$ cat config.mk
export PLATFORM = sky130hd
export DESIGN_NAME = div_unit
export DESIGN_NICKNAME = d
export VERILOG_FILES = /design/src/rtl/div_unit.sv
export SDC_FILE = /design/constraint.sdc
export NUM_CORES = 1
export LEC_CHECK = 0
export CAP_MARGIN = 20
export CORE_ASPECT_RATIO = 0.5
export CORE_MARGIN = 3
export CORE_UTILIZATION = 45
export DETAILED_ROUTE_END_ITERATION = 8
export PLACE_DENSITY = 0.69
export SYNTH_ARGS = -nofsm -noshare
export SYNTH_HDL_FRONTEND = slang
export SYNTH_SLANG_ARGS = --single-unit
$ cat constraint.sdc
create_clock -name clk -period 5.9 [get_ports clk]
set_input_delay 0.59 -clock clk [delete_from_list [all_inputs] [get_ports clk]]
set_output_delay 0.59 -clock clk [all_outputs]
set_load 0.01 [all_outputs]
$ cat src/rtl/div_unit.sv
// Multi-cycle unsigned restoring divider for the Execute stage.
// Stalls the pipeline while iterating and pulses DoneE for one cycle with the result.
module div_unit #(
    parameter int WIDTH = 32
) (
    input  logic             clk,
    input  logic             reset,
    input  logic             StartE,
    input  logic [WIDTH-1:0] SrcAE,
    input  logic [WIDTH-1:0] SrcBE,
    input  logic             FlushE,
    output logic             BusyE,
    output logic             DoneE,
    output logic [WIDTH-1:0] QuotientE,
    output logic [WIDTH-1:0] RemainderE,
    output logic [3:0]       DivFlagsE
);

    typedef enum logic [1:0] {IDLE, RUN, DONE} state_t;

    state_t           r_state;
    state_t           w_next;
    logic [5:0]       r_cnt;
    logic [WIDTH-1:0] r_dvd;
    logic [WIDTH-1:0] r_dvs;
    logic [WIDTH-1:0] r_rem;
    logic [WIDTH-1:0] r_quot;
    logic [WIDTH-1:0] r_remo;

    logic             w_start;
    logic             w_zero;
    logic             w_last;
    logic             w_ge;
    logic [WIDTH:0]   w_cand;
    logic [WIDTH:0]   w_diff;
    logic [WIDTH-1:0] w_rem_nxt;
    logic [WIDTH-1:0] w_quo_nxt;

    assign w_start = (r_state == IDLE) & StartE & ~FlushE;
    assign w_zero  = (SrcBE == '0);
    assign w_last  = (r_cnt == 6'(WIDTH - 1));

    // One restoring step: a set candidate MSB means it already exceeds any divisor,
    // otherwise the MSB of the WIDTH+1-bit difference is the borrow.
    assign w_cand    = {r_rem, r_dvd[WIDTH-1]};
    assign w_diff    = w_cand - {1'b0, r_dvs};
    assign w_ge      = w_cand[WIDTH] | ~w_diff[WIDTH];
    assign w_rem_nxt = w_ge ? w_diff[WIDTH-1:0] : w_cand[WIDTH-1:0];
    assign w_quo_nxt = {r_dvd[WIDTH-2:0], w_ge};

    always_ff @(posedge clk or posedge reset) begin
        if (reset) begin
            r_state <= IDLE;
        end else begin
            r_state <= w_next;
        end
    end

    always_comb begin
        w_next = r_state;
        BusyE  = 1'b0;
        DoneE  = 1'b0;
        case (r_state)
            IDLE: begin
                BusyE = w_start;
                if (w_start) begin
                    w_next = w_zero ? DONE : RUN;
                end
            end
            RUN: begin
                BusyE = 1'b1;
                if (FlushE) begin
                    w_next = IDLE;
                end else if (w_last) begin
                    w_next = DONE;
                end
            end
            DONE: begin
                DoneE  = 1'b1;
                w_next = IDLE;
            end
            default: w_next = IDLE;
        endcase
    end

    // Working registers are always reloaded on start, so they need no reset.
    always_ff @(posedge clk) begin
        if (w_start) begin
            r_dvd <= SrcAE;
            r_dvs <= SrcBE;
            r_rem <= '0;
        end else if (r_state == RUN) begin
            r_dvd <= w_quo_nxt;
            r_rem <= w_rem_nxt;
        end
    end

    always_ff @(posedge clk or posedge reset) begin
        if (reset) begin
            r_cnt  <= '0;
            r_quot <= '0;
            r_remo <= '0;
        end else begin
            if (w_start) begin
                r_cnt <= '0;
            end else if (r_state == RUN) begin
                r_cnt <= r_cnt + 6'd1;
            end

            if (w_start & w_zero) begin
                r_quot <= '1;
                r_remo <= SrcAE;
            end else if ((r_state == RUN) & ~FlushE & w_last) begin
                r_quot <= w_quo_nxt;
                r_remo <= w_rem_nxt;
            end
        end
    end

    assign QuotientE  = r_quot;
    assign RemainderE = r_remo;
    assign DivFlagsE  = {r_quot[WIDTH-1], (r_quot == '0), 2'b00};

endmodule
== Word-level counts from Yosys, hierarchy flattened ==
Index checks and enable logic that the tools add are counted.
W data, S select, Z words.
Cells by class
  muxes and demuxes: 16
  $add $sub $neg: 2
  reductions and logical operators: 6
  equality and inequality tests: 5
  bitwise gates (word level): 8
Operator list (number)
  $mux W32: 7
  $logic_not A32 Y1: 2
  $sub A33 B32 Y33: 1
  $mux W6: 2
  $mux W2: 4
  $add A6 B1 Y6 const B: 1
  $eq A6 B5 Y1 const B: 1
  $and A1 B1 Y1: 5
  $pmux W2 S2: 1
  $reduce_bool A2 Y1: 2
  $ne A3 B3 Y1 const B: 1
  $eq A2 B1 Y1 const B: 1
  $eq A2 B2 Y1 const B: 1
  $logic_not A2 Y1: 1
  $ne A2 B2 Y1 const B: 1
  $not A1 Y1: 2
  $pmux W1 S2: 1
  $reduce_and A2 Y1: 1
  $mux W1: 1
  $or A1 B1 Y1: 1
Word-level totals
  logic and storage cells: 44
  input bits: 68
  flip-flop bits (word level): 168

== Longest topological paths before layout ==
Gate-level depths: netlist (run 1).
  depth after elaboration: 6
  mapped depth: 13

== Worst setup path after synthesis (run 1) ==
Ideal clock, no wire load.
  path kind: input-to-reg
  start point: in FlushE
  end point: reg r_dvs[0] (enable)
  path buffers: 2
  slack: 2912 ps
  stages: 4
  data arrival time: 2579 ps
  cells stage by stage: or4b_1 > inv_1 > clkbuf_1 > clkbuf_1
Between the ends
  word-level cells in the longest chain between the ends: 2
RTL lines
  start: declaration: line 11  | input logic FlushE,
  $not A1 Y1: line 39  | assign w_start = (r_state == IDLE) & StartE & ~FlushE;
  $and A1 B1 Y1: line 39
  net w_start: line 30  | logic w_start;
  end signal: assignment: line 90  | r_dvs <= SrcBE;
  end: declaration: line 25  | logic [WIDTH-1:0] r_dvs;
The timed path passes the listed nets, and every way through them passes these cells.
A chain may end at the register's enable or synchronous reset.

== Final worst setup path (run 1) ==
  start point: in FlushE
  end point: out BusyE
Between the ends
  word-level cells in the longest chain between the ends: 3
RTL lines
  $not A1 Y1: line 39
  $and A1 B1 Y1: line 39
  $pmux W1 S2: line 63  | case (r_state)
  end: declaration: line 12  | output logic BusyE,
Every way passes these cells.

==> flow_summary.yaml, run 1 <==
clock_tree:
  path_clk_slew_ns: 0.07
  htree_levels: 4
  cts_setup_buffers: 0
  clk_path_buf_depth: 2
  hold_buffers: 0
  clkLatencyLatePin_ns: 0.43
  cts_tree: "done"
  cts_made_buffers: 17
  postCtsResizedCells: 0
  cts_sinks: 168
  cts_root_buf: "clkbuf_16"
sta:
  finalSetupViolCount: 0
  maxSlewHeadroom: 0.367
  period_needed_ns: 3.19
  finalSetupTns_ns: 0
  fmax_ghz: 0.314
  hold_viol: 0
  drv_slew: 0
  fin_skew_ns: 0.0115
  min_period_over_period: 0.541
  worst_slack_ns: 2.71
  rsz0062_at_grt: "no"
  worstMarginPinSlew_ns: 0.950
global_route:
  grt_pass1_vias: 7114
  grt_first_pass_wirelength_um: 40100
  grt_max_degree: 73
  grt_usage: 0.240
  antenna_found_initial: 0
  gr-total-overflow: 0
die:
  die_w_um: 203
  rows: 35
  initial_core_util: 0.467
  die-area_um2: 21300
  die_h_um: 105
  core-area_um2: 18700
  io_pins: 138
logic_synthesis:
  syn-cell-area_um2: 8760
  synth-xor-area-share: 0.0280
  netlist_instances: 937
  netlist.area_leader.share: 0.219
  yosys-top-cells-area: "edfxtp_1 22%, dfrtp_1 21%, nand2_1 9.5%"
  yosys.area_share.simple: 0.165
  yosysTopAreaCell: "edfxtp_1"
  synth_edf_count: 64
  seq_area_frac_synth: 0.498
  ys_types: 68
  synth_compound_area_frac: 0.189
  synthAdderAreaFrac: 0.0494
  synth_area_per_cell_um2: 9.35
  ys_ff_latch: 168
  async_flop_share: 0.429
  yosys_warnings: 0
  synth_top_family_by_area: "compound AO/OA/AOI/OAI gates"
  synthFlopType: "dfrtp_1"
  muxShareOfSynthArea: 0.0143
setup_path:
  crit_type: "input pin to output pin"
  end_kind: "output pin"
  cp-start-kind: "input pin"
  cp_max_fo: 40
  cp.arrival_ns: 2.60
  cp.required_ns: 5.31
pwr:
  power.density_nw_per_um2: 420
  ir_worst_vdd_mv: 0.267
  p_leak_uw: 0.00472
routing:
  dr.pass1.iters: 6
  viasPerCell: 5.62
  via_count: 7439
  drt_iter0_drc: 667
  drcViolationCount: 0
  wirelength_um: 25300
  wl_per_cell_um: 19.1
  postRouteAntennaNets: 0
min_path:
  hp-class: "flip-flop to flip-flop"
place:
  gp_congestion: 0.974
  preCtsSetupSlack_ns: 2.33
  port_buffers: 135
  hpwl_um: 18500
cells_and_area:
  fin_util: 0.578
  drive_gt1_frac: 0.0601
  nets: 1154
  n_antenna_cell: 0
  fillers: 1705
  syn2layout_area_growth_pct: 23.6
flow_run:
  cap_violations: 0
status:
  status: "finished clean"
## placed cells by master (no fill, tap or decap), types with 4 or more instances in the layout
cell and count:
a31oi_1 14, a22oi_1 29, xnor2_1 21, o211ai_1 4
clkbuf_16 17, mux2i_1 11, inv_6 4, a21oi_1 42
and3_1 5, a22o_1 9, nand4_1 11, a21o_1 13
or3_1 5, nor2_2 4, nand2_1 221, dfxtp_1 32
edfxtp_1 64, buf_4 13, nor2_1 25, nand2b_1 8
a211o_1 4, inv_1 42, nor4_1 16, o21ai_1 43
clkdlybuf4s50_1 135, nand3_1 9, o21a_1 7, ha_1 33
a32oi_1 5, xor2_1 7, dfrtp_1 72, nor3_1 9
o21ai_0 68, o21bai_1 4
## cells in the mapped netlist, drive strengths merged, types with 2 or more instances
master  count
a211o       4
a211oi      4
a21boi      2
a21o       13
a21oi      43
a22o        9
a22oi      29
a31o        2
a31oi      14
a32oi       5
a41oi       2
and2        5
and3        6
buf        22
clkbuf     32
dfrtp      72
dfxtp      32
edfxtp     64
ha         33
inv        44
mux2i      11
nand2     222
nand2b      8
nand3       9
nand4      11
nor2       29
nor2b       3
nor3       11
nor4       16
o211ai      4
o21a        7
o21ai     112
o21bai      4
o22ai       2
o31ai       4
or3         5
xnor2      21
xor2        7
## path summary, 6_finish.rpt
path | from | to | slack, ns | depth (start not counted)
min in group asynchronous | reset | QuotientE[23]$_DFFE_PP0P_ | 0.77 | 3
max in group asynchronous | reset | RemainderE[8]$_DFFE_PP0P_ | 4.51 | 3
setup reg to reg | r_dvd[31]$_DFFE_PP_ | RemainderE[7]$_DFFE_PP0P_ | 2.77 | 12
hold / removal | r_rem[31]$_SDFFE_PP0P_ | r_rem[31]$_SDFFE_PP0P_ | 0.46 | 2
hold reg to reg | r_rem[31]$_SDFFE_PP0P_ | r_rem[31]$_SDFFE_PP0P_ | 0.46 | 2
setup / recovery | FlushE | BusyE | 2.71 | 7
## critical path: stages
cell	delay, ns
clkdlybuf4s50_1	0.47
or4b_1	0.48
buf_4	0.29
inv_2	0.11
nor2_2	0.05
inv_1	0.06
clkdlybuf4s50_1	0.53
## flip-flops by register name, indices dropped and copies added, names as in the netlist
name        flops
r_rem          32
r_dvs          32
RemainderE     32
r_dvd          32
QuotientE      32
r_cnt           6
r_state         2
## layout make-up
class / count / area, µm² / area share
Sequential cell: 168 / 4360 / 0.403
Multi-Input combinational cell: 672 / 3930 / 0.363
Timing Repair Buffer: 149 / 1480 / 0.136
Clock buffer: 20 / 457 / 0.0422
Tap cell: 259 / 324 / 0.0299
Inverter: 44 / 165 / 0.0153
Clock inverter: 12 / 105 / 0.00971
## kinds of logic (layout without fill, tap and decap cells)
family / count (synthesis) / after routing
AO/OA/AOI/OAI: 266 / 266
XOR/XNOR: 28 / 28
adder cells (fa/ha/maj): 34 / 34
buffers and inverters: 98 / 225
flip-flops: 168 / 168
multiplexers: 12 / 12
other: 1 / 2
AND/OR/NAND/NOR: 330 / 330
## where the power goes
part           total [µW]  switching (µW)  internal [µW]  leakage, µW
clock                1090             509            577     0.000278
sequential           1590             183           1410      0.00182
combinational        1870            1140            731      0.00262
total                4550            1840           2710      0.00472
## through the flow
step / area, µm² / instances / power [µW] / hold slack [ns]
final: 10800 / 1324 / 4550 / 0.463
after global routing: 10800 / 1324 / 4810 / 0.501
after CTS: 10800 / 1323 / 4480 / 0.463
after detailed placement: 10200 / 1291 / 3390 / 0.451
after global placement: 10200 / 1291 / 3370 / 0.447
after floorplan: 8760 / 938 / 2890 / 0.426
## routing by layer
metal  part of all wire  global-route usage
met1               0.49               0.376
met2               0.42               0.338
met3              0.082              0.0514
met4             0.0077              0.0496
met5                  0                   0
(Power assumes the default switching activity.)
==> inputs of run 2 (changes only) <==
- clock period: 5.9 -> 3 ns (I/O delays scaled with it)
==> run 2 against run 1 <==
  * Register-to-register slack worse by 2.6 ns
  * Via count up 0.58%
  * Critical path depth up 3
  * Highest routed layer unchanged
==> flow_summary.yaml, run 2 (synthesized netlist as in run 1, its figures left out) <==
status:
  status: "finished clean"
setup_path:
  cp_slowest_cell: "edfxtp_1"
  cp_common_cell: "a21o_1"
  cp.arrival_ns: 3.17
  crit_family: "compound AO/OA/AOI/OAI gates"
  cp_max_fo: 9
  cp.required_ns: 3.29
  path_buf_inv: 1
  crit_type: "flip-flop to flip-flop"
  crit_chain: "ha_1 > fa_1 > nand2b_1 > a21o_1 > a211o_1 > nand3_2 > a21o_1 > buf_4 > mux2i_1 > o21ai_0"
  cp-start-kind: "flip-flop"
  slowest_delay_ns: 0.42
  end_kind: "flip-flop"
die:
  rows: 35
  initial_core_util: 0.467
  io_pins: 138
  core-area_um2: 18700
  die_h_um: 105
  die_w_um: 203
  die-area_um2: 21300
sta:
  maxSlewHeadroom: 0.378
  min_period_over_period: 0.959
  hold_viol: 0
  rsz0062_at_grt: "yes"
  hold_slack_ns: 0.318
  finalSetupViolCount: 0
  drv_slew: 0
  finalSetupTns_ns: 0
  fmax_ghz: 0.347
  period_needed_ns: 2.88
  fin_skew_ns: 0.0137
  worstMarginPinSlew_ns: 0.931
clock_tree:
  postCtsResizedCells: 0
  cts_tree: "done"
  clkLatencyLatePin_ns: 0.42
  cts_setup_buffers: 0
  cts_made_buffers: 17
  clk_path_buf_depth: 2
  path_clk_slew_ns: 0.08
  cts_sinks: 168
  hold_buffers: 0
  htree_levels: 4
  cts_root_buf: "clkbuf_16"
cells_and_area:
  ff_latch_area_um2: 4360
  design_area_um2: 10900
  multi_input_area_um2: 3980
  final_cell_mix: "220 x nand2_1, 135 x clkdlybuf4s50_1, 72 x dfrtp_1"
  n_antenna_cell: 0
  drive_gt1_frac: 0.0684
  fillers: 1643
  nets: 1156
  final_cell_count_no_fill: 1326
  layout_commonest_cell: "nand2_1"
  syn2layout_area_growth_pct: 25.0
routing:
  viasPerCell: 5.64
  dr.pass1.iters: 5
  wl_per_cell_um: 18.7
  via_count: 7482
  wirelength_um: 24800
  postRouteAntennaNets: 0
  drcViolationCount: 0
  drt_iter0_drc: 985
global_route:
  grt_first_pass_wirelength_um: 39800
  grt_usage: 0.235
  antenna_found_initial: 0
  grt_pass1_vias: 7050
  gr-total-overflow: 0
  grt_max_degree: 69
pwr:
  power_frac_comb: 0.421
  finalPower_uw: 9140
  sequentialPowerShare: 0.343
  clkPwrFrac: 0.236
  power.density_nw_per_um2: 835
  p_leak_uw: 0.00475
  switching_power_uw: 3700
  switching_share: 0.405
  p_int_uw: 5440
  ir_worst_vdd_mv: 0.558
min_path:
  hp-class: "input pin to async pin"
place:
  hpwl_um: 18500
  gp_congestion: 0.952
  dpl_cell_area_um2: 10300
  placedCellCount: 1294
  port_buffers: 135
flow_run:
  cap_violations: 0
[run 2: cell count changes in the layout (fill, tap and decap cells not counted), sizes merged]
cell      previous run  this run
buf                 14        16
clkbuf              20        18
clkinv               3         6
clkinvlp             1         0
[run 2: worst paths after layout]
| path | from | end | slack [ns] | cells past startpoint |
|---|---|---|---|---|
| hold reg to reg | r_rem[31]$_SDFFE_PP0P_ | r_rem[31]$_SDFFE_PP0P_ | 0.47 | 2 |
| max in group asynchronous | reset | RemainderE[11]$_DFFE_PP0P_ | 2.00 | 3 |
| setup reg to reg | r_dvs[0]$_DFFE_PP_ | r_rem[30]$_SDFFE_PP0P_ | 0.12 | 10 |
| setup / recovery | r_dvs[0]$_DFFE_PP_ | r_rem[30]$_SDFFE_PP0P_ | 0.12 | 10 |
| min in group clk | SrcBE[0] | r_dvs[0]$_DFFE_PP_ | 0.46 | 1 |
| hold / removal | reset | QuotientE[28]$_DFFE_PP0P_ | 0.32 | 2 |
[run 2: layout make-up]
| class | instances | area share |
|---|---|---|
| Inverter | 44 | 0.0151 |
| Timing Repair Buffer | 151 | 0.140 |
| Clock buffer | 18 | 0.0392 |
| Tap cell | 259 | 0.0296 |
| Multi-Input combinational cell | 672 | 0.364 |
| Sequential cell | 168 | 0.399 |
| Clock inverter | 14 | 0.0137 |
[run 2: per-stage QoR]
stage | utilization | setup WS [ns]
after floorplan | - | 0.181
after global placement | 0.550 | 0.151
after CTS | 0.581 | 0.0664
after global routing | 0.584 | 0.000253
after detailed placement | 0.550 | 0.0844
final | 0.584 | 0.122
[run 2: power by group through the flow]
stage | clock [µW] | sequential (µW) | combinational (µW)
final | 2150 | 3140 | 3850
after global routing | 2270 | 3160 | 4210
after CTS | 2170 | 3110 | 3670
after detailed placement | 0 | 3150 | 3640
after global placement | 0 | 3150 | 3600
after floorplan | 0 | 3010 | 2680
[run 2: metal layers]
| metal | GRT usage | share of wire | up-vias |
|---|---|---|---|
| met3 | 0.0380 | 0.080 | 28 |
| met4 | 0.0422 | 0.011 | 0 |
| met1 | 0.372 | 0.49 | 3572 |
| met2 | 0.339 | 0.42 | 313 |
| li1 | - | - | 3569 |
| met5 | 0 | 0 | - |
==> inputs of run 3 (changes only) <==
- REMOVE_ABC_BUFFERS: unset -> 1
- SKIP_LAST_GASP: unset -> 1
==> run 3 against run 2 <==
  * Count of clock-buffer cells in the layout is the same
  * Combinational power grew 2%
  * Critical endpoint is now r_rem[29]$_SDFFE_PP0P_
  * Maximum frequency shrank 1.0%
  * Largest power group unchanged
  * Highest routed layer unchanged
  * Worst hold slack is essentially flat
  * Wire length grew 3.5%
  * Sequential cell count is the same
  * Clock skew grew 0.0045 ns
  * Setup slack lost 0.029 ns
  * Die area is the same
  * Non-clock buffer count grew 18
==> flow_summary.yaml, run 3 (synthesized netlist as in run 1, its figures left out) <==
status:
  status: "finished clean"
clock_tree:
  path_clk_slew_ns: 0.08
  htree_levels: 4
  cts_sinks: 168
  cts_setup_buffers: 0
  cts_root_buf: "clkbuf_16"
  cts_tree: "done"
  clkLatencyLatePin_ns: 0.44
  clk_path_buf_depth: 2
  hold_buffers: 0
  cts_made_buffers: 17
die:
  io_pins: 138
  die_h_um: 105
  die_w_um: 203
  initial_core_util: 0.467
  die-area_um2: 21300
  core-area_um2: 18700
  rows: 35
sta:
  finalSetupViolCount: 0
  fmax_ghz: 0.344
  rsz0062_at_grt: "yes"
  fin_skew_ns: 0.0182
  worstMarginPinSlew_ns: 0.748
  maxSlewHeadroom: 0.501
  drv_slew: 0
  hold_slack_ns: 0.319
  min_period_over_period: 0.969
  period_needed_ns: 2.91
  hold_viol: 0
global_route:
  grt_usage: 0.240
  grt_pass1_vias: 7086
  gr-total-overflow: 0
  antenna_found_initial: 0
  grt_first_pass_wirelength_um: 40200
  grt_max_degree: 69
place:
  gp_congestion: 0.917
  hpwl_um: 19200
  port_buffers: 135
pwr:
  power_frac_comb: 0.424
  p_leak_uw: 0.00485
  switching_power_uw: 3750
  clkPwrFrac: 0.238
  p_int_uw: 5550
  sequentialPowerShare: 0.338
  power.density_nw_per_um2: 838
  ir_worst_vdd_mv: 0.536
  switching_share: 0.403
routing:
  postRouteAntennaNets: 0
  drt_iter0_drc: 847
  viasPerCell: 5.65
  drcViolationCount: 0
  dr.pass1.iters: 5
  wirelength_um: 25700
  via_count: 7596
  wl_per_cell_um: 19.1
cells_and_area:
  layout_commonest_cell: "nand2_1"
  syn2layout_area_growth_pct: 26.6
  final_cell_mix: "220 x nand2_1, 135 x clkdlybuf4s50_1, 72 x dfrtp_1"
  drive_gt1_frac: 0.0829
  nets: 1174
  n_antenna_cell: 0
  fin_util: 0.591
setup_path:
  cp.arrival_ns: 3.29
  cp-start-kind: "flip-flop"
  end_kind: "flip-flop"
  crit_type: "flip-flop to flip-flop"
  cp.required_ns: 3.38
  cp_max_fo: 9
flow_run:
  cap_violations: 0
min_path:
  hp-class: "input pin to async pin"
## run 3: metal layers
layer	wire [µm]	GRT usage	up-vias	part of all wire
met5	0	0	-	0
met2	10800	0.340	323	0.42
met3	2280	0.0476	24	0.089
met4	282	0.0569	0	0.011
li1	-	-	3601	-
met1	12400	0.375	3648	0.48
## run 3: final timing paths
| kind | start | endpoint | slack, ns | cells past startpoint |
|---|---|---|---|---|
| min in group clk | SrcBE[28] | r_dvs[28]$_DFFE_PP_ | 0.45 | 1 |
| min | reset | QuotientE[3]$_DFFE_PP0P_ | 0.32 | 2 |
| min reg2reg | r_rem[31]$_SDFFE_PP0P_ | r_rem[31]$_SDFFE_PP0P_ | 0.46 | 2 |
| max | r_dvd[31]$_DFFE_PP_ | r_rem[29]$_SDFFE_PP0P_ | 0.09 | 12 |
| max reg2reg | r_dvd[31]$_DFFE_PP_ | r_rem[29]$_SDFFE_PP0P_ | 0.09 | 12 |
| max in group asynchronous | reset | QuotientE[24]$_DFFE_PP0P_ | 1.99 | 3 |
## run 3: metrics by stage
stage                     cells  setup TNS [ns]  setup WS (ns)  power [µW]  instance area [µm²]
after floorplan             884         -244.45          -3.51        5500                 8440
after global placement     1311               0          0.206        6800                10400
after detailed placement   1311               0          0.111        6860                10400
after CTS                  1343               0          0.113        9080                11000
after global routing       1344          -0.249        -0.0391        9810                11100
final                      1344               0         0.0928        9300                11100
## run 3: power groups by stage
stage                     Sequential (µW)  Combinational (µW)  Clock, µW
after floorplan                      3010                2490          0
after global placement               3150                3650          0
after detailed placement             3150                3710          0
after CTS                            3110                3740       2240
after global routing                 3160                4310       2340
final                                3140                3940       2220
## run 3: final cells by class
type / instances / area [µm²]
Clock buffer: 18 / 450
Inverter: 44 / 165
Fill cell: 1656 / 7660
Sequential cell: 168 / 4360
Multi-Input combinational cell: 672 / 3960
Clock inverter: 14 / 151
Timing Repair Buffer: 169 / 1670
Tap cell: 259 / 324
## run 3: repair_timing
item	in CTS	in global routing
endpoints found under the hold margin	0	0
setup endpoints to repair	0	11
gates resized for setup	0	6
## run 3: critical path: stages (launching register included)
cell,delay (ns)
edfxtp_1,0.36
inv_1,0.05
ha_1,0.24
fa_1,0.42
nand2b_1,0.19
a21o_1,0.20
a211o_1,0.26
nand3_1,0.11
a21oi_1,0.18
buf_4,0.22
or3_1,0.30
mux2_4,0.26
nand2_2,0.05
